==> src/rtl/slv_i2c_reg_bank.sv <==
// I2C slave register bank: decodes the slave address, takes a register pointer,
// then streams writes into or reads out of a small byte-wide register file.
module slv_i2c_reg_bank #(
    parameter int                   DATA_SZ  = 8,
    parameter logic [DATA_SZ-2:0]   SLV_ADDR = 7'h2A,
    parameter int                   REG_NUM  = 16,
    parameter logic [DATA_SZ-1:0]   ID_VAL   = 8'hA5,
    localparam int                  IDX_W    = $clog2(REG_NUM)
) (
    input  logic                CLK,
    input  logic                RST_n,
    input  logic                I_BUSY,
    input  logic [DATA_SZ-2:0]  I_ADDR_SLV,
    input  logic                I_RW,
    input  logic [DATA_SZ-1:0]  I_ADDR_REG,
    input  logic [DATA_SZ-1:0]  I_DATA_RD,
    input  logic                I_DATA_VL,
    input  logic [IDX_W-1:0]    I_APP_IDX,
    output logic                O_ACK,
    output logic [DATA_SZ-1:0]  O_DATA_WR,
    output logic                O_WR_STB,
    output logic [IDX_W-1:0]    O_WR_IDX,
    output logic [DATA_SZ-1:0]  O_APP_DATA
);

    typedef enum logic [2:0] {IDLE, CHK, WR_PTR, WR_DATA, RD, NACK} state_e;

    state_e               state_q, state_d;
    logic [IDX_W-1:0]     ptr_q, ptr_d;
    logic                 ack_q, ack_d;
    logic                 wrStb_q, wrStb_d;
    logic [IDX_W-1:0]     wrIdx_q, wrIdx_d;
    logic [DATA_SZ-1:0]   dataWr_q, dataWr_d;
    logic [DATA_SZ-1:0]   appData_q, appData_d;
    logic                 wrEn;
    logic [DATA_SZ-1:0]   regs_q [REG_NUM];
    logic                 addrMatch;

    // Pointer bits above the register index are intentionally dropped.
    logic unusedAddrBits;
    assign unusedAddrBits = ^I_ADDR_REG[DATA_SZ-1:IDX_W];

    assign addrMatch = (I_ADDR_SLV == SLV_ADDR);

    always_ff @(posedge CLK or negedge RST_n) begin
        if (!RST_n) begin
            state_q <= IDLE;
        end else begin
            state_q <= state_d;
        end
    end

    always_comb begin
        state_d = state_q;
        case (state_q)
            IDLE:    if (I_BUSY) state_d = CHK;
            CHK: begin
                if (!I_BUSY)        state_d = IDLE;
                else if (addrMatch) state_d = I_RW ? RD : WR_PTR;
                else                state_d = NACK;
            end
            WR_PTR: begin
                if (!I_BUSY)        state_d = IDLE;
                else if (I_DATA_VL) state_d = WR_DATA;
            end
            WR_DATA, RD, NACK: if (!I_BUSY) state_d = IDLE;
            default: state_d = IDLE;
        endcase
    end

    // Byte handling keys off the current state, so a final byte arriving with
    // I_BUSY already low is still written or counted before returning to IDLE.
    always_comb begin
        ptr_d     = ptr_q;
        wrEn      = 1'b0;
        wrStb_d   = 1'b0;
        wrIdx_d   = wrIdx_q;
        dataWr_d  = dataWr_q;
        ack_d     = (state_d == WR_PTR) || (state_d == WR_DATA) || (state_d == RD);
        appData_d = (I_APP_IDX == '0) ? ID_VAL : regs_q[I_APP_IDX];
        case (state_q)
            WR_PTR: begin
                if (I_DATA_VL) ptr_d = I_ADDR_REG[IDX_W-1:0];
            end
            WR_DATA: begin
                if (I_DATA_VL) begin
                    ptr_d = ptr_q + IDX_W'(1);
                    if (ptr_q != '0) begin
                        wrEn    = 1'b1;
                        wrStb_d = 1'b1;
                        wrIdx_d = ptr_q;
                    end
                end
            end
            RD: begin
                dataWr_d = (ptr_q == '0) ? ID_VAL : regs_q[ptr_q];
                if (I_DATA_VL) ptr_d = ptr_q + IDX_W'(1);
            end
            default: ;
        endcase
    end

    always_ff @(posedge CLK or negedge RST_n) begin
        if (!RST_n) begin
            ptr_q     <= '0;
            ack_q     <= 1'b0;
            wrStb_q   <= 1'b0;
            wrIdx_q   <= '0;
            dataWr_q  <= '0;
            appData_q <= '0;
            for (int i = 0; i < REG_NUM; i++) regs_q[i] <= '0;
        end else begin
            ptr_q     <= ptr_d;
            ack_q     <= ack_d;
            wrStb_q   <= wrStb_d;
            wrIdx_q   <= wrIdx_d;
            dataWr_q  <= dataWr_d;
            appData_q <= appData_d;
            if (wrEn) regs_q[ptr_q] <= I_DATA_RD;
        end
    end

    assign O_ACK      = ack_q;
    assign O_WR_STB   = wrStb_q;
    assign O_WR_IDX   = wrIdx_q;
    assign O_DATA_WR  = dataWr_q;
    assign O_APP_DATA = appData_q;

endmodule

==> config.mk <==
export PLATFORM = sky130hd
export DESIGN_NAME = slv_i2c_reg_bank
export DESIGN_NICKNAME = d
export VERILOG_FILES = /design/src/rtl/slv_i2c_reg_bank.sv
export SDC_FILE = /design/constraint.sdc
export NUM_CORES = 1
export LEC_CHECK = 0
export CAP_MARGIN = 25
export CORE_UTILIZATION = 60
export DETAILED_ROUTE_END_ITERATION = 10
export PLACE_DENSITY = 0.88
export SLEW_MARGIN = 20
export SYNTH_ARGS = -nofsm -noshare
export SYNTH_HDL_FRONTEND = slang
export SYNTH_SLANG_ARGS = --single-unit
==> constraint.sdc <==
create_clock -name CLK -period 6.49 [get_ports CLK]
set_clock_uncertainty 0.05 [all_clocks]
set_input_delay 0.649 -clock CLK [delete_from_list [all_inputs] [get_ports CLK]]
set_output_delay 0.649 -clock CLK [all_outputs]
set_load 0.05 [all_outputs]
Yosys cells after proc, flatten, opt, wreduce, memory -nomap -nowiden

Index checks and enable logic that the tools add are counted.

Input bits: 32
Logic and storage cells: 77
Output and inout bits: 22
Register bits after elaboration: 157

Add/subtract/negate cells: 1
Reductions and logical operators: 12
Equal/unequal tests: 11
Order comparisons: 3
Multiplexer cells: 25
Bitwise operators: 2

Operator list:

| kind                | number |
|---|---|
| $bwmux 128          | 1 |
| $bmux 8 s4          | 2 |
| $mux 8              | 7 |
| $demux 8 s4         | 1 |
| $mux 3              | 7 |
| $eq 3x2->1 const B  | 4 |
| $pmux 3 s4          | 1 |
| $ge 5x5->1 const B  | 2 |
| $not 4->5           | 2 |
| $eq 3x3->1 const B  | 3 |
| $logic_not 4->1     | 2 |
| $mux 4              | 2 |
| $pmux 4 s2          | 1 |
| $eq 7x6->1 const B  | 1 |
| $reduce_and 3->1    | 2 |
| $lt 5x1->1 const B  | 1 |
| $add 4x1->4 const B | 1 |
| $reduce_bool 4->1   | 1 |
| $eq 3x1->1 const B  | 1 |
| $logic_not 3->1     | 1 |
| $mux 1              | 3 |
| $reduce_or 3->1     | 1 |
| $logic_or 1x1->1    | 2 |
| $ne 2x1->1 const B  | 1 |
| other kinds (4)     | 4 |

Longest topological paths before layout

Word-level depth: 7
Depth in mapped cells: 8
Gate-level depth less buffers: 5

Worst setup path before layout

OpenSTA, ideal clock, no wires.

Path kind: flip-flop to flip-flop
Start: register ptr_q[0]
End: register regs_q[111] (netlist bit)
Cell stages (with the launch flop): 9
Clock period less this slack: 2.316 ns
Setup time: 0.125 ns
Arrival time: 2.141 ns
Slack: 4.174 ns
Data required time: 6.315 ns
Cell sequence: dfrtp_1 -> buf_6 -> clkbuf_1 -> inv_1 -> ha_1 -> clkbuf_1 -> nor3_4 -> nand2_4 -> mux2_4

Word-level cells in the longest chain between the ends: 6
Elaborated cells between the ends (all ways): 11
Classes of those cells: 2 x order compare; 6 x mux; 1 x bitwise; 2 x reduce/logical

Ends and longest elaborated chain:

| item                                                                  | line | text |
|---|---|---|
| start, declared                                                       | 29   | `logic [IDX_W-1:0] ptr_q, ptr_d;` |
| start signal, assigned                                                | 113  | `ptr_q <= ptr_d;` |
| $not 4->5 (implied by the code)                                       | 119  | `if (wrEn) regs_q[ptr_q] <= I_DATA_RD;` |
| $ge 5x5->1 (implied by the code) / $lt 5x1->1 (equally long branches) | 119  |  |
| $logic_and 1x1->1 (implied by the code)                               | 119  |  |
| $mux 8 (implied by the code)                                          | 119  |  |
| $demux 8 s4                                                           | 119  |  |
| $bwmux 128                                                            | 119  |  |
| end signal, assigned by index                                         | 119  |  |
| end, declared                                                         | 36   | `logic [DATA_SZ-1:0] regs_q [REG_NUM];` |

Parallel ways exist; a longest one is shown, timed or not.
A chain may end at the register's enable or synchronous reset.

Worst setup path after layout

Start: register ptr_q[0]
End: register regs_q[114] (netlist bit)

The elaborated chain is that of the path after synthesis.

==> impl_metrics.py <==
metrics = {
    "clock_network": {
        "path_clk_slew_ps": 60,
        "cts_resized": 0,
        "cts_hold_buf": 0,
        "cts_tree": "built",
        "htree_levels": 4,
        "cts_setup_buffers": 0,
        "cts-buffers-inserted": 17,
        "clkLatencyLatePin_ps": 430,
        "cts_root_buffer": "clkbuf_16",
        "cts_sinks": 157,
        "clock_path_buffers": 2,
    },
    "detailed_routing": {
        "viasPerCell": 6.768,
        "ant_nets": 0,
        "post_drt_wl_per_cell_um": 25.87,
        "drc": 0,
        "drtIter0Drc": 534,
        "dr.pass1.iters": 7,
        "num_vias": 5157,
        "wirelength_um": 19710,
    },
    "place": {
        "globalplace.congestion": 0.7874,
        "dpl.hpwl_um": 11740,
        "postPlaceCellArea_um2": 8642,
        "placed_cells": 730,
        "port_buffers": 49,
    },
    "global_route": {
        "overflow": 0,
        "grt_pass1_wl_um": 31370,
        "grt_pass1_vias": 5411,
        "antenna_found_initial": 0,
        "grt_max_degree": 118,
        "track_usage_pct": 30.56,
    },
    "logic_synthesis": {
        "syn-instance-count": 548,
        "synth_nets": 584,
        "ys_seq_area_share_pct": 48.04,
        "yosysTopAreaCell": "dfrtp_1",
        "synth.distinct_cells": 45,
        "synth_ff_type": "dfrtp_1",
        "async_reset_ff_share_pct": 100.0,
        "syn_avg_cell_area_um2": 14.92,
        "syn_area_um2": 8178,
        "synth_area_leaders": "dfrtp_1 48%, mux4_2 15%, mux2_1 9.9%",
        "ys_ff_latch": 157,
        "synth_edf_count": 0,
        "yosys_warnings": 0,
        "netlist.area_leader.share_pct": 48.04,
    },
    "critical_path": {
        "slowest_delay_ps": 570,
        "crit_arrival_ps": 3180,
        "cp.required_ps": 6750,
        "rrSetupSlack_ps": 3570,
        "crit_fanout": 40,
        "crit_chain": "buf_4, inv_1, ha_1, nor3_4, nand2_4, mux2_4",
        "crit_path_start_kind": "flop",
        "cp_slowest_cell": "buf_4",
        "timing.rr.end": "regs_q[114]",
        "reg2regPathDepth": 6,
        "r2r-start": "ptr_q[0]",
        "path_class": "reg2reg",
        "endpoint_kind": "flop",
    },
    "final_layout": {
        "nNetsFinal": 611,
        "stdcell_area_um2": 9239,
        "final-instance-count-excl-fill": 762,
        "antennaDiodeCount": 0,
        "final_common_cell": "dfrtp_1",
        "area_delta_synth_final_pct": 12.97,
        "final_cell_mix": "155 x dfrtp_1, 72 x mux2_1, 56 x mux4_2",
        "drive_gt1_share_pct": 29.01,
    },
    "sta": {
        "finalCriticalPeriod_ps": 2922,
        "finalCritPeriodShare_pct": 45.03,
        "tns_ps": 0,
        "finalHoldViolCount": 0,
        "tightest_slew_ps": 1064,
        "fmax_ghz": 0.3422,
        "setup_viol": 0,
        "slew_headroom_pct": 28.95,
        "rsz0062_at_grt": "false",
        "drv_slew": 0,
    },
    "power": {
        "power_switching_uw": 694.7,
        "power_leakage_uw": 0.004504,
        "p_clk_share_pct": 39.6,
        "switching_share_pct": 28.52,
        "power_density_nw_per_um2": 263.6,
        "power_frac_comb_pct": 18.5,
        "p_seq_share_pct": 41.9,
        "ir_drop_uv": 207.3,
        "internal_power_uw": 1741,
    },
    "min_path": {
        "hold_class": "in2async",
    },
    "floorplan": {
        "die_area_um2": 14100,
        "fp-row-count": 42,
        "start_util_pct": 61.75,
        "die_y_um": 118.7,
        "ios": 54,
        "die_x_um": 118.7,
        "core_area_um2": 13240,
    },
    "status": {
        "status": "complete, no violations",
    },
    "job": {
        "max_cap_violations": 0,
    },
}
[how the worst max path moves through the flow]
stage,cells after the start,end,start,slack (ps)
2_1_floorplan,8,regs_q[111],ptr_q[0],4170
3_3_place_gp,5,O_APP_DATA[5],I_APP_IDX[1],3310
3_5_place_dp,5,O_APP_DATA[5],I_APP_IDX[1],3280
4_1_cts,4,regs_q[94],ptr_q[2],3600
5_1_grt,6,regs_q[114],ptr_q[0],3430
6_report,6,regs_q[114],ptr_q[0],3570
[power by group through the flow]
stage | Sequential, uW | Clock [uW] | Combinational, uW
2_1_floorplan | 1100 | 0 | 246
3_3_place_gp | 1040 | 0 | 437
3_5_place_dp | 1040 | 0 | 440
4_1_cts | 1020 | 966 | 445
5_1_grt | 1020 | 1010 | 475
6_report | 1020 | 964 | 451
[state kept, by name (all words and copies together) (netlist names)]
name	flops
regs_q	128
O_APP_DATA	8
O_DATA_WR	8
O_WR_IDX	4
ptr_q	4
state_q	3
O_ACK	1
O_WR_STB	1
[final cells by class]
cell class | instances | area [um^2]
Clock buffer | 25 | 515.5
Clock inverter | 5 | 56.30
Multi-Input combinational cell | 329 | 3902
Timing Repair Buffer | 59 | 571.8
Fill cell | 843 | 4004
Inverter | 11 | 41.29
Tap cell | 176 | 220.2
Sequential cell | 157 | 3931
[critical path, delay by kind of cell (launching register included)]
kind | cells | cell delay [ps]
buf+inv | 2 | 790
simple gates | 2 | 800
fa+ha+maj | 1 | 420
mux | 1 | 360
flops | 1 | 330
[stage by stage]
step / setup slack, ps / hold WS, ps / util [%] / total power, uW
global route: 3431 / 334.9 / 69.77 / 2505
floorplan: 4174 / 303.4 / - / 1346
CTS: 3604 / 326.4 / 69.58 / 2432
finish: 3568 / 270.7 / 69.77 / 2436
global placement: 3306 / 310.4 / 65.26 / 1474
detailed placement: 3279 / 313.5 / 65.26 / 1478
[Yosys cell counts, types with 3 or more instances]
| library cell | instances |
|---|---|
| o211ai_1 | 5 |
| nor3b_1 | 3 |
| dfrtp_1 | 157 |
| a211oi_1 | 5 |
| nor2_1 | 7 |
| mux2_1 | 72 |
| nand3_1 | 5 |
| and2_1 | 4 |
| buf_6 | 7 |
| a21oi_1 | 5 |
| clkbuf_1 | 22 |
| a22o_1 | 4 |
| o21bai_1 | 3 |
| o22ai_1 | 4 |
| nand4_1 | 3 |
| a221oi_1 | 8 |
| nor2b_1 | 9 |
| mux4_2 | 56 |
| nand2_1 | 12 |
| buf_2 | 17 |
| mux2_4 | 24 |
| mux2i_1 | 24 |
| nand2_4 | 12 |
| inv_1 | 11 |
| o21ai_0 | 4 |
| ha_1 | 4 |
| mux2_2 | 33 |
[logic make-up after synthesis]
family | count (synthesis) | synth area share (%)
adders and majority gates | 4 | 0.6120
and+or+nand+nor | 66 | 5.401
muxes | 209 | 37.22
DFF | 157 | 48.04
buffers and inverters | 62 | 4.238
AOI/OAI and AO/OA | 50 | 4.483
[routing by layer]
layer / up-vias / GRT usage [%] / wire, um
li1: 2130 / - / -
met1: 2713 / 40.75 / 8025
met2: 240 / 47.11 / 9501
met3: 74 / 5.550 / 1237
met4: 0 / 18.35 / 947
met5: - / 0 / 0
No activity file was read; power rests on OpenSTA's default activity.
